$ cat config.mk
export PLATFORM = sky130hd
export DESIGN_NAME = conv_array_acc
export DESIGN_NICKNAME = d
export VERILOG_FILES = /design/src/rtl/conv_array_acc.sv
export SDC_FILE = /design/constraint.sdc
export NUM_CORES = 2
export LEC_CHECK = 0
export ABC_AREA = 1
export CORE_UTILIZATION = 55
export CTS_CLUSTER_DIAMETER = 200
export DETAILED_ROUTE_END_ITERATION = 6
export PLACE_DENSITY = 0.73
export RECOVER_POWER = 25
export SETUP_SLACK_MARGIN = 0.3
export SLEW_MARGIN = 20
export SYNTH_ARGS = -nofsm -noshare
export SYNTH_HDL_FRONTEND = slang
export SYNTH_SLANG_ARGS = --single-unit
$ cat constraint.sdc
create_clock -name clk1 -period 19 [get_ports clk1]
set_clock_uncertainty 0.2 [all_clocks]
set_input_delay 1.9 -clock clk1 [delete_from_list [all_inputs] [get_ports clk1]]
set_output_delay 1.9 -clock clk1 [all_outputs]
set_load 0.05 [all_outputs]
$ cat src/rtl/conv_array_acc.sv
// conv_array_acc: KxK sliding-window convolution core with multi-channel accumulation.
// One IFM channel streams in raster order. K-1 line buffers feed a KxK window, and the
// window dot product with the latched weights is folded into an OFM-sized psum buffer.
// The last channel's totals leave on a valid/ready stream that back-pressures the input.
module conv_array_acc #(
    parameter int IFM_DATA_WIDTH = 8,
    parameter int WEIGHT_WIDTH   = 8,
    parameter int DATA_WIDTH     = 16,
    parameter int KERNEL_SIZE    = 3,
    parameter int IFM_WIDTH      = 9,
    parameter int IFM_HEIGHT     = 9,
    parameter int NUM_CHANNEL    = 3
) (
    input  logic                                            clk1,
    input  logic                                            rst_n,
    input  logic                                            start_conv,
    input  logic                                            wgt_valid,
    input  logic [KERNEL_SIZE*KERNEL_SIZE*WEIGHT_WIDTH-1:0] wgt_in,
    input  logic                                            ifm_valid,
    output logic                                            ifm_ready,
    input  logic [IFM_DATA_WIDTH-1:0]                       ifm_in,
    output logic                                            out_valid,
    input  logic                                            out_ready,
    output logic [DATA_WIDTH-1:0]                           out_data,
    output logic                                            out_last,
    output logic                                            busy,
    output logic                                            done,
    output logic [$clog2(NUM_CHANNEL+1)-1:0]                channel_num
);

    localparam int K       = KERNEL_SIZE;
    localparam int OFM_W   = IFM_WIDTH - K + 1;
    localparam int OFM_H   = IFM_HEIGHT - K + 1;
    localparam int OFM_PIX = OFM_W * OFM_H;
    localparam int COL_W   = $clog2(IFM_WIDTH);
    localparam int ROW_W   = $clog2(IFM_HEIGHT);
    localparam int ADDR_W  = (OFM_PIX > 1) ? $clog2(OFM_PIX) : 1;
    localparam int CH_W    = $clog2(NUM_CHANNEL + 1);
    localparam int PROD_W  = IFM_DATA_WIDTH + WEIGHT_WIDTH;
    localparam int WGT_W   = K * K * WEIGHT_WIDTH;

    typedef enum logic [2:0] {
        S_IDLE,
        S_LOAD_WGT,
        S_STREAM,
        S_DRAIN,
        S_DONE
    } state_t;

    state_t state, next_state;

    logic [COL_W-1:0]  col_cnt;
    logic [ROW_W-1:0]  row_cnt;
    logic [ADDR_W-1:0] oaddr;
    logic [WGT_W-1:0]  wgt_reg;

    logic adv, accept, chan_end, win_ok, first_chan, last_chan;

    logic [IFM_DATA_WIDTH-1:0] line_buf [KERNEL_SIZE-1][IFM_WIDTH];
    logic [IFM_DATA_WIDTH-1:0] win      [KERNEL_SIZE][KERNEL_SIZE];
    logic [DATA_WIDTH-1:0]     psum     [OFM_PIX];
    logic [DATA_WIDTH-1:0]     win_sum;

    logic                  vld_p0, first_p0, last_p0;
    logic [ADDR_W-1:0]     addr_p0;
    logic                  vld_p1, first_p1, last_p1;
    logic [ADDR_W-1:0]     addr_p1;
    logic [DATA_WIDTH-1:0] sum_p1;

    // All sums wrap modulo 2^DATA_WIDTH; a product is reduced before it is accumulated.
    function automatic logic [DATA_WIDTH-1:0] wrap_data(input logic [PROD_W-1:0] value);
        return DATA_WIDTH'(value);
    endfunction

    // Global advance: everything downstream of the input freezes while an output waits.
    assign adv        = !(out_valid && !out_ready);
    assign accept     = ifm_valid && ifm_ready;
    assign chan_end   = accept && (row_cnt == ROW_W'(IFM_HEIGHT - 1))
                               && (col_cnt == COL_W'(IFM_WIDTH - 1));
    assign win_ok     = (row_cnt >= ROW_W'(K - 1)) && (col_cnt >= COL_W'(K - 1));
    assign first_chan = (channel_num == '0);
    assign last_chan  = (channel_num == CH_W'(NUM_CHANNEL - 1));

    // State register.
    always_ff @(posedge clk1 or negedge rst_n) begin
        if (!rst_n) state <= S_IDLE;
        else        state <= next_state;
    end

    // Next-state logic.
    always_comb begin
        next_state = state;
        case (state)
            S_IDLE:     if (start_conv) next_state = S_LOAD_WGT;
            S_LOAD_WGT: if (wgt_valid)  next_state = S_STREAM;
            S_STREAM:   if (chan_end)   next_state = last_chan ? S_DRAIN : S_LOAD_WGT;
            S_DRAIN:    if (out_valid && out_ready && out_last) next_state = S_DONE;
            S_DONE:     next_state = S_IDLE;
            default:    next_state = S_IDLE;
        endcase
    end

    // State-decoded outputs.
    always_comb begin
        busy      = (state != S_IDLE);
        done      = (state == S_DONE);
        ifm_ready = (state == S_STREAM) && adv;
    end

    // Raster position, OFM address and channel counters.
    always_ff @(posedge clk1 or negedge rst_n) begin
        if (!rst_n) begin
            col_cnt     <= '0;
            row_cnt     <= '0;
            oaddr       <= '0;
            channel_num <= '0;
        end else if (state == S_IDLE && start_conv) begin
            col_cnt     <= '0;
            row_cnt     <= '0;
            oaddr       <= '0;
            channel_num <= '0;
        end else if (accept) begin
            if (chan_end) begin
                col_cnt <= '0;
                row_cnt <= '0;
                oaddr   <= '0;
                if (!last_chan) channel_num <= channel_num + CH_W'(1);
            end else begin
                if (col_cnt == COL_W'(IFM_WIDTH - 1)) begin
                    col_cnt <= '0;
                    row_cnt <= row_cnt + ROW_W'(1);
                end else begin
                    col_cnt <= col_cnt + COL_W'(1);
                end
                if (win_ok) oaddr <= oaddr + ADDR_W'(1);
            end
        end
    end

    // Dot product of the current window with the latched weights (MSB slice is w[0][0]).
    always_comb begin
        win_sum = '0;
        for (int i = 0; i < K; i++) begin
            for (int j = 0; j < K; j++) begin
                win_sum = win_sum + wrap_data(PROD_W'(win[i][j]) *
                          PROD_W'(wgt_reg[(K*K-1-(i*K+j))*WEIGHT_WIDTH +: WEIGHT_WIDTH]));
            end
        end
    end

    // Pipeline control and output register.
    always_ff @(posedge clk1 or negedge rst_n) begin
        if (!rst_n) begin
            vld_p0    <= 1'b0;
            first_p0  <= 1'b0;
            last_p0   <= 1'b0;
            addr_p0   <= '0;
            vld_p1    <= 1'b0;
            first_p1  <= 1'b0;
            last_p1   <= 1'b0;
            addr_p1   <= '0;
            out_valid <= 1'b0;
            out_last  <= 1'b0;
            out_data  <= '0;
        end else if (adv) begin
            // p0: window holds a complete KxK neighbourhood of the pixel just accepted
            vld_p0    <= accept && win_ok;
            first_p0  <= first_chan;
            last_p0   <= last_chan;
            addr_p0   <= oaddr;
            // p1: window sum registered; channel tags travel with it across boundaries
            vld_p1    <= vld_p0;
            first_p1  <= first_p0;
            last_p1   <= last_p0;
            addr_p1   <= addr_p0;
            // p2: last channel presents the final total instead of writing it back
            out_valid <= vld_p1 && last_p1;
            out_last  <= vld_p1 && last_p1 && (addr_p1 == ADDR_W'(OFM_PIX - 1));
            if (vld_p1 && last_p1)
                out_data <= first_p1 ? sum_p1 : psum[addr_p1] + sum_p1;
        end
    end

    // Datapath storage: line buffers, window, weights, sum and psum buffer (never reset).
    always_ff @(posedge clk1) begin
        if (state == S_LOAD_WGT && wgt_valid) wgt_reg <= wgt_in;
        if (accept) begin
            for (int i = 0; i < K; i++) begin
                for (int j = 0; j < K - 1; j++) win[i][j] <= win[i][j+1];
            end
            for (int i = 0; i < K - 1; i++) win[i][K-1] <= line_buf[i][col_cnt];
            win[K-1][K-1] <= ifm_in;
            for (int i = 0; i < K - 2; i++) line_buf[i][col_cnt] <= line_buf[i+1][col_cnt];
            line_buf[K-2][col_cnt] <= ifm_in;
        end
        if (adv) sum_p1 <= win_sum;
        if (adv && vld_p1 && !last_p1)
            psum[addr_p1] <= first_p1 ? sum_p1 : psum[addr_p1] + sum_p1;
    end

endmodule

==> impl_metrics.toml <==
[finish]
final_cells = 7199
layout_top_registers = "psum x784, line_buf x144"
largest_register_ffs = 784
nets_finish = 6457
area_growth_syn_to_layout_pct = 10.1
fillers = 8705
register_area_mm2 = 0.0340
multi_input_area_mm2 = 0.0244
largest_register = "psum"
share_of_final_layout_standard_cells_stronger_than_drive_strength_1 = 0.0574

[route]
route.vias.total = 40200
drt-total-wl_um = 160000
post_drt_wl_per_cell_um = 22.2
drc = 12
route.detailed.vias_per_inst = 5.59
drt_iter0_markers = 4334
drt-pass1-iter-count = 7
ant_nets = 0

[clock_tree]
cts_inserted_buffers = 113
clockBufferDepth = 3
cts_tree = "built"
postCtsSetupRepairBufs = 0
clockRootBuffer = "sky130_fd_sc_hd__clkbuf_16"
clk-insertion-delay-late_ns = 0.73
clock-sinks = 1143
postCtsHoldBufs = 0
htreeDepth = 3
path_clk_slew_ns = 0.06
post_cts_resize_count = 0

[logic_synthesis]
syn_nets = 6396
synth.yosys.seq_area_share = 0.533
synth_cell_types = 59
number_of_enable_flip_flop_cells_after_synthesis = 1088
yosys_register_bits = 1143
async_flop_share = 0.0481
netlist.area_leader.share = 0.512
yosys_warnings = 0
synth_flop_cell = "sky130_fd_sc_hd__edfxtp_1"
netlist_area_mm2 = 0.0638
synth_area_leaders = "sky130_fd_sc_hd__edfxtp_1, sky130_fd_sc_hd__fa_1, sky130_fd_sc_hd__nand2_1"
post_synth_top_area_cell = "sky130_fd_sc_hd__edfxtp_1"
synthesis.area_per_instance_um2 = 11.6
synthesis.instances = 5526

[grt]
globalRoute.busiestLayer = "met2"
grt_pass1_wl_um = 242000
grt_remaining_overflow = 0
met3_usage = 0.0506
grt_max_degree = 73
gr-usage-all-layers = 0.276
globalRouteMet2Util = 0.427
first_global_vias = 40600
number_of_antenna_violations_at_the_first_check_in_global_routing = 6
groute.layer.met1.usage = 0.404

[setup_path]
crit_end = "sum_p1[12]"
ff2ff_path_depth = 27
crit_type = "reg -> reg"
timing.rr.end = "sum_p1[12]"
cp_max_fanout = 8
worstReg2RegStart = "win[0][45]"
setup.worst_path.start_class = "flop"
rrSetupSlack_ns = 11.06
critPathCaptureType = "flop"
crit_start = "win[0][45]"
critPathArrivalTime_ns = 8.18
timing.critical_path.required_ns = 19.23

[timing]
fin_setup_tns_ns = 0
post-route-min-period_ns = 7.94
post-route-period-util = 0.418
achievable-frequency_mhz = 126
timing_hold_violations_final = 0
relSlewSlack = -1.19
maxSlewViolCount = 274
hold_ws_ns = 0.286
tightestPinTransition_ns = 3.29
setup_viol = 0
unrepaired_setup_endpoints_after_global_routing = "false"

[floorplanning]
design.die.area_mm2 = 0.117
std_cell_rows = 124
die_height_um = 343
top_level_ports = 109
die_x_um = 343
start_util = 0.557
design.core.area_mm2 = 0.115

[worst_hold_path]
min-delay-path-class = "reg -> reg"

[run_status]
status = "complete, but fails checks"
violations = "design-rule violations, max-capacitance violations, max-slew violations"

[placed_design]
gp_congestion = 0.923
port_buffers = 108
dp.final_hpwl_um = 107000
post-place-cells = 6984

[job]
timing.max_cap.violations = 12
layout make-up:
class,count,area share
clock inverter,74,0.0135
clock buffer,136,0.0419
timing repair buffer,214,0.0255
multi-input combinational,2986,0.347
sequential,1143,0.484
antenna,5,0.000178
inverter,1129,0.0604
tap,1512,0.0269
synthesized netlist by cell type, types with 4 or more instances:
cell / count
sky130_fd_sc_hd__a21oi_1: 59
sky130_fd_sc_hd__a221oi_1: 77
sky130_fd_sc_hd__a221oi_2: 18
sky130_fd_sc_hd__a22o_1: 17
sky130_fd_sc_hd__a22oi_1: 103
sky130_fd_sc_hd__a31oi_1: 16
sky130_fd_sc_hd__and3_1: 8
sky130_fd_sc_hd__buf_2: 60
sky130_fd_sc_hd__buf_4: 14
sky130_fd_sc_hd__buf_6: 17
sky130_fd_sc_hd__clkbuf_1: 175
sky130_fd_sc_hd__dfrtp_1: 55
sky130_fd_sc_hd__edfxtp_1: 1088
sky130_fd_sc_hd__fa_1: 523
sky130_fd_sc_hd__ha_1: 261
sky130_fd_sc_hd__inv_1: 1111
sky130_fd_sc_hd__inv_2: 15
sky130_fd_sc_hd__nand2_1: 1374
sky130_fd_sc_hd__nand2_2: 4
sky130_fd_sc_hd__nand3_1: 38
sky130_fd_sc_hd__nand3_2: 7
sky130_fd_sc_hd__nand3b_1: 5
sky130_fd_sc_hd__nand4_1: 84
sky130_fd_sc_hd__nor2_1: 133
sky130_fd_sc_hd__nor2_4: 5
sky130_fd_sc_hd__nor3_1: 22
sky130_fd_sc_hd__nor3_2: 5
sky130_fd_sc_hd__o2111ai_1: 5
sky130_fd_sc_hd__o21ai_0: 102
sky130_fd_sc_hd__o22ai_1: 17
sky130_fd_sc_hd__o2bb2ai_1: 6
sky130_fd_sc_hd__o31ai_1: 19
sky130_fd_sc_hd__xnor2_1: 17
sky130_fd_sc_hd__xor2_1: 22
critical path: stages, from the launching register on:
cell and delay (ns):
sky130_fd_sc_hd__edfxtp_1 0.52, sky130_fd_sc_hd__nand2_1 0.11, sky130_fd_sc_hd__inv_1 0.06, sky130_fd_sc_hd__fa_1 0.51
sky130_fd_sc_hd__fa_1 0.59, sky130_fd_sc_hd__inv_1 0.08, sky130_fd_sc_hd__fa_1 0.55, sky130_fd_sc_hd__inv_1 0.06
sky130_fd_sc_hd__fa_1 0.48, sky130_fd_sc_hd__fa_1 0.57, sky130_fd_sc_hd__fa_1 0.46, sky130_fd_sc_hd__fa_1 0.47
sky130_fd_sc_hd__fa_1 0.49, sky130_fd_sc_hd__inv_1 0.05, sky130_fd_sc_hd__fa_1 0.49, sky130_fd_sc_hd__inv_1 0.06
sky130_fd_sc_hd__fa_1 0.45, sky130_fd_sc_hd__ha_1 0.35, sky130_fd_sc_hd__a21oi_1 0.19, sky130_fd_sc_hd__nand2_1 0.13
sky130_fd_sc_hd__nand2_1 0.08, sky130_fd_sc_hd__nand2_1 0.05, sky130_fd_sc_hd__a21oi_1 0.18, sky130_fd_sc_hd__o21ai_0 0.15
sky130_fd_sc_hd__nand2_1 0.08, sky130_fd_sc_hd__nand2_1 0.05, sky130_fd_sc_hd__a21oi_1 0.14, sky130_fd_sc_hd__xor2_1 0.08
per-layer routing:
layer	up-vias	routed length [µm]
met2	1862	73000
met4	4	3710
met5	-	83
li1	18000	-
met3	242	16200
met1	20100	66600
worst min path at each step:
stage	from	to	slack, ns	depth (start not counted)
6_report	last_p0	last_p0	0.29	2
5_1_grt	addr_p0[5]	addr_p0[5]	0.30	2
4_1_cts	last_p0	last_p0	0.28	2
3_5_place_dp	last_p0	last_p0	0.27	2
3_3_place_gp	last_p0	last_p0	0.26	2
2_1_floorplan	win[0][31]	win[0][39]	0.22	0
cell families after synthesis:
family,synth area share
AND/OR/NAND/NOR,0.108
flip-flops,0.533
XOR/XNOR,0.00535
adder cells (fa/ha/maj),0.215
buffers and inverters,0.0861
AO/OA/AOI/OAI,0.0517
metrics by stage:
step	setup WS (ns)	util	area (µm²)
after floorplan	11.59	-	63800
after global placement	11.18	0.580	66500
after detailed placement	11.11	0.580	66600
after CTS	11.04	0.614	70400
after global routing	10.69	0.613	70300
final	11.06	0.613	70300
layout by cell type (no fill, tap or decap), types with 25 or more instances in the layout:
cell | Yosys | routed
sky130_fd_sc_hd__buf_4 | 14 | 83
sky130_fd_sc_hd__dfrtp_1 | 55 | 55
sky130_fd_sc_hd__ha_1 | 261 | 261
sky130_fd_sc_hd__clkinv_1 | 3 | 26
sky130_fd_sc_hd__a22oi_1 | 103 | 103
sky130_fd_sc_hd__nand2_1 | 1374 | 1375
sky130_fd_sc_hd__a221oi_1 | 77 | 77
sky130_fd_sc_hd__nand3_1 | 38 | 38
sky130_fd_sc_hd__clkbuf_1 | 175 | 42
sky130_fd_sc_hd__edfxtp_1 | 1088 | 1088
sky130_fd_sc_hd__clkbuf_16 | 0 | 113
sky130_fd_sc_hd__o21ai_0 | 102 | 99
sky130_fd_sc_hd__fa_1 | 523 | 523
sky130_fd_sc_hd__a21oi_1 | 59 | 59
sky130_fd_sc_hd__dlygate4sd3_1 | 0 | 82
sky130_fd_sc_hd__inv_1 | 1111 | 1111
sky130_fd_sc_hd__clkdlybuf4s50_1 | 0 | 25
sky130_fd_sc_hd__nand4_1 | 84 | 84
sky130_fd_sc_hd__nor2_1 | 133 | 133
Power is not shown: default switching activity piles up to over one toggle a cycle in this logic, so the estimate is an artifact.
